## config.mk

```make
export PLATFORM = sky130hd
export DESIGN_NAME = gpio_link_slave_flat
export DESIGN_NICKNAME = d
export VERILOG_FILES = /design/src/rtl/gpio_link_slave_if.sv /design/src/rtl/gpio_link_slave.sv /design/src/flat_wrapper.sv
export SDC_FILE = /design/constraint.sdc
export NUM_CORES = 1
export LEC_CHECK = 0
export ABC_AREA = 1
export BUFFER_PORTS_ARGS = -buffer_cell sky130_fd_sc_hd__buf_2
export CAP_MARGIN = 5
export CORE_ASPECT_RATIO = 2
export CORE_MARGIN = 2
export CORE_UTILIZATION = 45
export DETAILED_ROUTE_END_ITERATION = 16
export PLACE_DENSITY = 0.75
export SLEW_MARGIN = 10
export SYNTH_ARGS = -nofsm -noshare
export SYNTH_HDL_FRONTEND = slang
export SYNTH_SLANG_ARGS = --single-unit
export TNS_END_PERCENT = 50
```

## constraint.sdc

```tcl
create_clock -name ppm_clk -period 3.8 [get_ports ppm_clk]
set_input_delay 0.76 -clock ppm_clk [delete_from_list [all_inputs] [get_ports ppm_clk]]
set_output_delay 0.76 -clock ppm_clk [all_outputs]
set_load 0.02 [all_outputs]
```

## src/rtl/gpio_link_slave_if.sv

```systemverilog
`default_nettype none
// ============================================================================
// Module   : gpio_link_slave_if
// Purpose  : Register bus between the GPIO link responder (master side) and
//            the fabric register block (slave side).
// Revision : 1.0 - initial release
// ============================================================================
interface gpio_link_slave_if #(
   parameter int ADDR_W = 7
);
   logic [ADDR_W-1:0] reg_addr;
   logic [7:0]        reg_wdata;
   logic              reg_wr_en;
   logic              reg_rd_en;
   logic [7:0]        reg_rdata;

   modport master (
      output reg_addr,
      output reg_wdata,
      output reg_wr_en,
      output reg_rd_en,
      input  reg_rdata
   );

   modport slave (
      input  reg_addr,
      input  reg_wdata,
      input  reg_wr_en,
      input  reg_rd_en,
      output reg_rdata
   );
endinterface
`default_nettype wire

```

## src/rtl/gpio_link_slave.sv

```systemverilog
`default_nettype none
// ============================================================================
// Module   : gpio_link_slave
// Purpose  : Fabric-side responder for the bit-banged SPI mode-0 link on the
//            MCU GPIO lines. Synchronises SCLK/CS_N/MOSI, decodes a command
//            byte (rw + address) followed by data bytes, drives a register
//            bus and returns read data / write echo on MISO.
// Revision : 1.0 - initial release
// ============================================================================
module gpio_link_slave #(
   parameter int ADDR_W      = 7,
   parameter int SYNC_STAGES = 2,
   parameter int AUTO_INC    = 1
) (
   input  wire logic        ppm_clk,
   input  wire logic        rst_n,
   input  wire logic        mcu_sclk,
   input  wire logic        mcu_cs_n,
   input  wire logic        mcu_mosi,
   input  wire logic [2:0]  mcu_oe_n,
   output logic             mcu_miso,
   gpio_link_slave_if.master reg_bus,
   output logic             busy,
   output logic             abort_pulse,
   output logic [15:0]      frame_cnt
);

   typedef enum logic [1:0] {
      S_IDLE = 2'd0,
      S_CMD  = 2'd1,
      S_DATA = 2'd2,
      S_HOLD = 2'd3
   } state_t;

   localparam logic [ADDR_W-1:0] c_addr_step  = ADDR_W'(AUTO_INC);
   localparam logic [1:0]        c_flush_done = 2'(SYNC_STAGES);

   state_t r_state;
   state_t w_state_nxt;

   logic [SYNC_STAGES-1:0] r_sclk_sync;
   logic [SYNC_STAGES-1:0] r_cs_sync;
   logic [SYNC_STAGES-1:0] r_mosi_sync;
   logic [SYNC_STAGES-1:0] r_oe_sync;

   logic w_sclk;
   logic w_mosi;
   logic w_cs_eff;
   logic r_sclk_d;
   logic r_cs_d;
   logic w_sclk_rise;
   logic w_sclk_fall;
   logic w_cs_rise;
   logic w_cs_fall;
   logic [1:0] r_flush;
   logic r_armed;

   logic [2:0] r_bit_cnt;
   logic [6:0] r_rx;
   logic [7:0] w_byte;
   logic w_in_frame;
   logic w_in_data;
   logic w_byte_done;
   logic w_abort;
   logic w_frame_inc;

   logic              r_rw;
   logic              r_data_seen;
   logic [7:0]        r_tx;
   logic              r_miso;
   logic [ADDR_W-1:0] r_addr;
   logic [7:0]        r_wdata;
   logic              r_wr_req;
   logic              r_rd_req;
   logic              r_wr_en;
   logic              r_rd_en;
   logic              r_load;
   logic              r_abort;
   logic [15:0]       r_frame_cnt;

   assign w_sclk      = r_sclk_sync[SYNC_STAGES-1];
   assign w_mosi      = r_mosi_sync[SYNC_STAGES-1];
   assign w_cs_eff    = r_cs_sync[SYNC_STAGES-1] | r_oe_sync[SYNC_STAGES-1];
   assign w_sclk_rise = w_sclk & ~r_sclk_d;
   assign w_sclk_fall = ~w_sclk & r_sclk_d;
   assign w_cs_rise   = w_cs_eff & ~r_cs_d;
   assign w_cs_fall   = ~w_cs_eff & r_cs_d;
   assign w_byte      = {r_rx, w_mosi};

   // Input synchronisers; presets model an idle, deselected link
   always_ff @(posedge ppm_clk) begin
      if (!rst_n) begin
         r_sclk_sync <= '0;
         r_cs_sync   <= '1;
         r_mosi_sync <= '0;
         r_oe_sync   <= '1;
      end else begin
         r_sclk_sync <= {r_sclk_sync[SYNC_STAGES-2:0], mcu_sclk};
         r_cs_sync   <= {r_cs_sync[SYNC_STAGES-2:0], mcu_cs_n};
         r_mosi_sync <= {r_mosi_sync[SYNC_STAGES-2:0], mcu_mosi};
         r_oe_sync   <= {r_oe_sync[SYNC_STAGES-2:0], |mcu_oe_n};
      end
   end

   // Edge history; a frame may only start once a real deselect has been seen
   // after reset, so a frame cut by reset is not re-decoded from mid-byte
   always_ff @(posedge ppm_clk) begin
      if (!rst_n) begin
         r_sclk_d <= 1'b0;
         r_cs_d   <= 1'b1;
         r_flush  <= 2'd0;
         r_armed  <= 1'b0;
      end else begin
         r_sclk_d <= w_sclk;
         r_cs_d   <= w_cs_eff;
         if (r_flush != c_flush_done) begin
            r_flush <= r_flush + 2'd1;
         end
         if ((r_flush == c_flush_done) && w_cs_eff) begin
            r_armed <= 1'b1;
         end
      end
   end

   // State register
   always_ff @(posedge ppm_clk) begin
      if (!rst_n) begin
         r_state <= S_IDLE;
      end else begin
         r_state <= w_state_nxt;
      end
   end

   // Next state plus frame-end qualifiers; an sclk edge coinciding with the
   // deselect is counted before deciding whether the byte was cut short
   always_comb begin
      w_state_nxt = r_state;
      w_in_frame  = (r_state != S_IDLE);
      w_in_data   = (r_state == S_DATA) || (r_state == S_HOLD);
      w_byte_done = w_in_frame && w_sclk_rise && (r_bit_cnt == 3'd7);
      w_abort     = 1'b0;
      w_frame_inc = 1'b0;
      if (w_in_frame && w_cs_rise) begin
         w_abort     = w_sclk_rise ? (r_bit_cnt != 3'd7) : (r_bit_cnt != 3'd0);
         w_frame_inc = r_data_seen || (w_in_data && w_byte_done);
      end
      case (r_state)
         S_IDLE: begin
            if (w_cs_fall && r_armed) begin
               w_state_nxt = S_CMD;
            end
         end
         S_CMD: begin
            if (w_cs_rise) begin
               w_state_nxt = S_IDLE;
            end else if (w_byte_done) begin
               w_state_nxt = S_DATA;
            end
         end
         S_DATA, S_HOLD: begin
            if (w_cs_rise) begin
               w_state_nxt = S_IDLE;
            end
         end
         default: w_state_nxt = S_IDLE;
      endcase
   end

   // Shifting, command decode, register strobes, MISO and frame counting
   always_ff @(posedge ppm_clk) begin
      if (!rst_n) begin
         r_bit_cnt   <= 3'd0;
         r_rx        <= 7'd0;
         r_rw        <= 1'b0;
         r_data_seen <= 1'b0;
         r_tx        <= 8'd0;
         r_miso      <= 1'b0;
         r_addr      <= '0;
         r_wdata     <= 8'd0;
         r_wr_req    <= 1'b0;
         r_rd_req    <= 1'b0;
         r_wr_en     <= 1'b0;
         r_rd_en     <= 1'b0;
         r_load      <= 1'b0;
         r_abort     <= 1'b0;
         r_frame_cnt <= 16'd0;
      end else begin
         r_wr_req <= 1'b0;
         r_rd_req <= 1'b0;
         r_wr_en  <= r_wr_req;
         r_rd_en  <= r_rd_req;
         r_load   <= r_rd_en;
         r_abort  <= w_abort;
         if (w_frame_inc) begin
            r_frame_cnt <= r_frame_cnt + 16'd1;
         end
         // A write address advances only after its strobe has been presented
         if (r_wr_en) begin
            r_addr <= r_addr + c_addr_step;
         end
         if (!w_in_frame) begin
            r_bit_cnt   <= 3'd0;
            r_data_seen <= 1'b0;
         end else begin
            if (w_sclk_rise) begin
               r_rx      <= w_byte[6:0];
               r_bit_cnt <= r_bit_cnt + 3'd1;
            end
            if (w_byte_done) begin
               if (r_state == S_CMD) begin
                  r_rw   <= w_byte[7];
                  r_addr <= w_byte[ADDR_W-1:0];
                  if (w_byte[7]) begin
                     r_rd_req <= 1'b1;
                  end else begin
                     r_tx <= w_byte;
                  end
               end else begin
                  r_data_seen <= 1'b1;
                  if (r_rw) begin
                     r_addr   <= r_addr + c_addr_step;
                     r_rd_req <= 1'b1;
                  end else begin
                     r_wdata  <= w_byte;
                     r_wr_req <= 1'b1;
                     r_tx     <= w_byte;
                  end
               end
            end
            if (w_sclk_fall && w_in_data) begin
               r_miso <= r_tx[7];
               r_tx   <= {r_tx[6:0], 1'b0};
            end
            if (w_cs_rise) begin
               r_bit_cnt   <= 3'd0;
               r_data_seen <= 1'b0;
            end
         end
         // Read data arrives one cycle after the read strobe
         if (r_load) begin
            r_tx <= reg_bus.reg_rdata;
         end
         if (!w_in_data) begin
            r_miso <= 1'b0;
         end
      end
   end

   assign mcu_miso          = r_miso;
   assign reg_bus.reg_addr  = r_addr;
   assign reg_bus.reg_wdata = r_wdata;
   assign reg_bus.reg_wr_en = r_wr_en;
   assign reg_bus.reg_rd_en = r_rd_en;
   assign busy              = (r_state != S_IDLE);
   assign abort_pulse       = r_abort;
   assign frame_cnt         = r_frame_cnt;

endmodule
`default_nettype wire

```

## src/flat_wrapper.sv

```systemverilog
// flat-port wrapper written by rule: the top's interface ports become plain ports
module gpio_link_slave_flat 
#(
   parameter int ADDR_W      = 7,
   parameter int SYNC_STAGES = 2,
   parameter int AUTO_INC    = 1
)
  (ppm_clk, rst_n, mcu_sclk, mcu_cs_n, mcu_mosi, mcu_oe_n, mcu_miso, busy, abort_pulse, frame_cnt, reg_bus_reg_addr, reg_bus_reg_wdata, reg_bus_reg_wr_en, reg_bus_reg_rd_en, reg_bus_reg_rdata);
  gpio_link_slave_if #(.ADDR_W(ADDR_W)) reg_bus_i ();
  input  wire logic ppm_clk;
  input  wire logic rst_n;
  input  wire logic mcu_sclk;
  input  wire logic mcu_cs_n;
  input  wire logic mcu_mosi;
  input  wire logic [2:0] mcu_oe_n;
  output logic mcu_miso;
  output logic busy;
  output logic abort_pulse;
  output logic [15:0] frame_cnt;
  output wire logic [$bits(reg_bus_i.reg_addr)-1:0] reg_bus_reg_addr;
  output wire logic [$bits(reg_bus_i.reg_wdata)-1:0] reg_bus_reg_wdata;
  output wire logic [$bits(reg_bus_i.reg_wr_en)-1:0] reg_bus_reg_wr_en;
  output wire logic [$bits(reg_bus_i.reg_rd_en)-1:0] reg_bus_reg_rd_en;
  input wire logic [$bits(reg_bus_i.reg_rdata)-1:0] reg_bus_reg_rdata;
  assign reg_bus_reg_addr = reg_bus_i.reg_addr;
  assign reg_bus_reg_wdata = reg_bus_i.reg_wdata;
  assign reg_bus_reg_wr_en = reg_bus_i.reg_wr_en;
  assign reg_bus_reg_rd_en = reg_bus_i.reg_rd_en;
  assign reg_bus_i.reg_rdata = reg_bus_reg_rdata;
  gpio_link_slave #(.ADDR_W(ADDR_W), .SYNC_STAGES(SYNC_STAGES), .AUTO_INC(AUTO_INC)) u_core (.ppm_clk(ppm_clk), .rst_n(rst_n), .mcu_sclk(mcu_sclk), .mcu_cs_n(mcu_cs_n), .mcu_mosi(mcu_mosi), .mcu_oe_n(mcu_oe_n), .mcu_miso(mcu_miso), .reg_bus(reg_bus_i), .busy(busy), .abort_pulse(abort_pulse), .frame_cnt(frame_cnt));
endmodule
```

==> impl_metrics.tcl <==
set metrics [dict create \
    synth_nets 498 \
    syn_area_um2 3470 \
    setup_violations 0 \
    reg2reg_depth 10 \
    io_buffers 51 \
    die_w_um 66.1 \
    fin_skew_ns 0.00506 \
    power.density_nw_per_um2 404 \
    drt_iter0_drc 149 \
    drt-total-wl_um 8040 \
    insertedDiodeCount 0 \
    die_h_um 128 \
    track_usage 0.202 \
    leakage_nw 1.82 \
    whs_ns 0.411 \
    path_delay_family "flip-flops" \
    start_util 0.460 \
    post_cts_buffers 0 \
    clock_path_buffers 2 \
    antenna_found_initial 0 \
    max_slew_margin 0.486 \
    end_kind "output pin" \
    vias 3194 \
    fill_cells 758 \
    critical_path_arrival_ns 1.29 \
    period_minus_slack_ns 2.05 \
    ys_ff_latch 73 \
    cp.depth 3 \
    hold_depth 2 \
    final_common_cell "nand2_1" \
    crit_chain "nor2_2 -> clkinv_2 -> buf_2" \
    grt_pass1_vias 2972 \
    synth_area_per_cell_um2 7.29 \
    yosysTopAreaCell "dfxtp_1" \
    cts_tree "done" \
    clk_pin_slew_ns 0.05 \
    setup.worst_path.start_class "register" \
    ir_worst_vdd_mv 0.314 \
    hold_path_class "reg -> reg" \
    yosysWarnings 0 \
    r2r-start "u_core.r_bit_cnt[0]" \
    period_share 0.539 \
    grt_pass1_wl_um 13200 \
    cts_buffers 9 \
    finalHoldViolCount 0 \
    clk_latency_ns 0.34 \
    globalRouteOverflowTotal 0 \
    critPathMaxStageDelay_ns 0.39 \
    drv_slew 0 \
    drive_gt1_frac 0.172 \
    ys_types 35 \
    via_per_inst 5.13 \
    multi_input_area_um2 1700 \
    crit_start "u_core.r_state[1]" \
    crit_path_end "busy" \
    area_growth_pct 15.8 \
    first_pass_iters 4 \
    holdBufCountCts 0 \
    cp_slowest_cell "dfxtp_1" \
    final_cell_mix "128 x nand2_1, 73 x dfxtp_1, 51 x buf_2, 47 x a21oi_1, 45 x inv_1" \
    num-nets-final 546 \
    r2r_slack_ns 2.04 \
    cp_max_fo 7 \
    dieArea_um2 8470 \
    ff_latch_area_um2 1460 \
    timing.fmax_ghz 0.488 \
    yosysTopAreaCellShare 0.421 \
    synthTopCellsByArea "dfxtp_1 42%, nand2_1 14%, a21oi_1 6.8%" \
    finalSetupTns_ns 0 \
    num_rows 45 \
    pin_count 52 \
    ctsHtreeMaxLevel 3 \
    synthCells 476 \
    critPathKind "reg -> out" \
    maxCapViolations 0 \
    rsz0062_at_grt "no" \
    required_ns 3.04 \
    gp_congestion 0.799 \
    hpwl_um 5880 \
    grt_max_degree 41 \
    cts_sinks 73 \
    core_um2 7540 \
    crit_buf_inv 2 \
    ant_nets 0 \
    root_buffer "clkbuf_16" \
    wl_per_cell_um 12.9 \
    post_cts_resized 0 \
    r2r_end "u_core.frame_cnt[0]" \
    status "finished clean" \
    synth-seq-area-share 0.421 \
    worstMarginPinSlew_ns 0.770 \
    drc 0 \
]
logic make-up (layout without fill, tap and decap cells):
kind of cell,Yosys count,in the layout,share of synthesized area
fa+ha+maj,6,6,0.0216
flops,73,73,0.421
compound gates,109,109,0.175
simple gates,210,210,0.263
buf+inv,66,119,0.0884
xor+xnor,12,12,0.0303
flip-flops by register name (all words and copies together), names as in the netlist, 3 cells and up:
register and cells:
u_core.r_tx 8, u_core.r_rx 7, u_core.reg_bus.reg_wdata 8, u_core.r_bit_cnt 3, u_core.reg_bus.reg_addr 7, u_core.frame_cnt 16
worst min path at each step:
| stage | start | to | slack, ns |
|---|---|---|---|
| after floorplan | u_core.r_mosi_sync[0] | u_core.r_mosi_sync[1] | 0.39 |
| after global placement | u_core.r_wr_req | u_core.reg_bus.reg_wr_en | 0.39 |
| after detailed placement | u_core.r_mosi_sync[0] | u_core.r_mosi_sync[1] | 0.40 |
| after CTS | u_core.r_mosi_sync[0] | u_core.r_mosi_sync[1] | 0.41 |
| after global routing | u_core.r_mosi_sync[0] | u_core.r_mosi_sync[1] | 0.43 |
| final | u_core.r_mosi_sync[0] | u_core.r_mosi_sync[1] | 0.41 |
Yosys cell counts:
cell type  count
clkinv_2       3
inv_2          2
inv_6          1
o21ai_4        1
nor2_2         2
xnor2_1        8
a31oi_1        1
o21ai_0       42
inv_1         45
o211a_1        1
ha_1           6
o21ai_2        2
nand3_4        1
nand2_1      128
nor4_1         1
nor2_4         2
buf_2          3
nand4_1        4
a21oi_2        3
buf_6          4
dfxtp_1       73
nor2_1        33
buf_12         1
o211ai_1       8
nand3_1       25
o21ai_1        2
nor3_1         6
or2_2          3
clkbuf_1       5
nand2_2        1
buf_1          2
xor2_1         4
a21oi_1       47
nand2_4        4
o21bai_1       2
layout make-up:
cell class              count  area share
multi-input cells         337       0.423
flip-flops and latches     73       0.364
clock inverters             3     0.00374
well taps                  94      0.0293
repair buffers             52      0.0654
inverters                  51      0.0498
clock buffers              13      0.0648
tightest hold or removal path, delay by kind of cell, from the launching register on:
family	cells	cell delay, ns
DFF	1	0.30
and+or+nand+nor	1	0.04
buffers and inverters	1	0.04
power breakdown:
part	internal, mW	switching [mW]
Combinational	0.0230	0.0359
Sequential	0.781	0.00556
Clock	0.474	0.305
per-stage QoR:
stage          setup WS (ns)  total power [mW]  instances  area, µm²  utilization
2_1_floorplan           2.23             0.844        476       3470            -
3_3_place_gp            1.78             0.859        607       3740        0.496
3_5_place_dp            1.73             0.862        607       3740        0.496
4_1_cts                 1.73              1.63        623       4020        0.533
5_1_grt                 1.64              1.68        623       4020        0.533
6_report                1.75              1.62        623       4020        0.533
routing by layer:
metal / GRT usage / vias to the layer above / part of all wire
li1: - / 1638 / -
met1: 0.204 / 1474 / 0.39
met2: 0.368 / 63 / 0.55
met3: 0.0527 / 19 / 0.035
met4: 0.102 / 0 / 0.029
met5: 0 / - / 0
(Power assumes the default switching activity.)
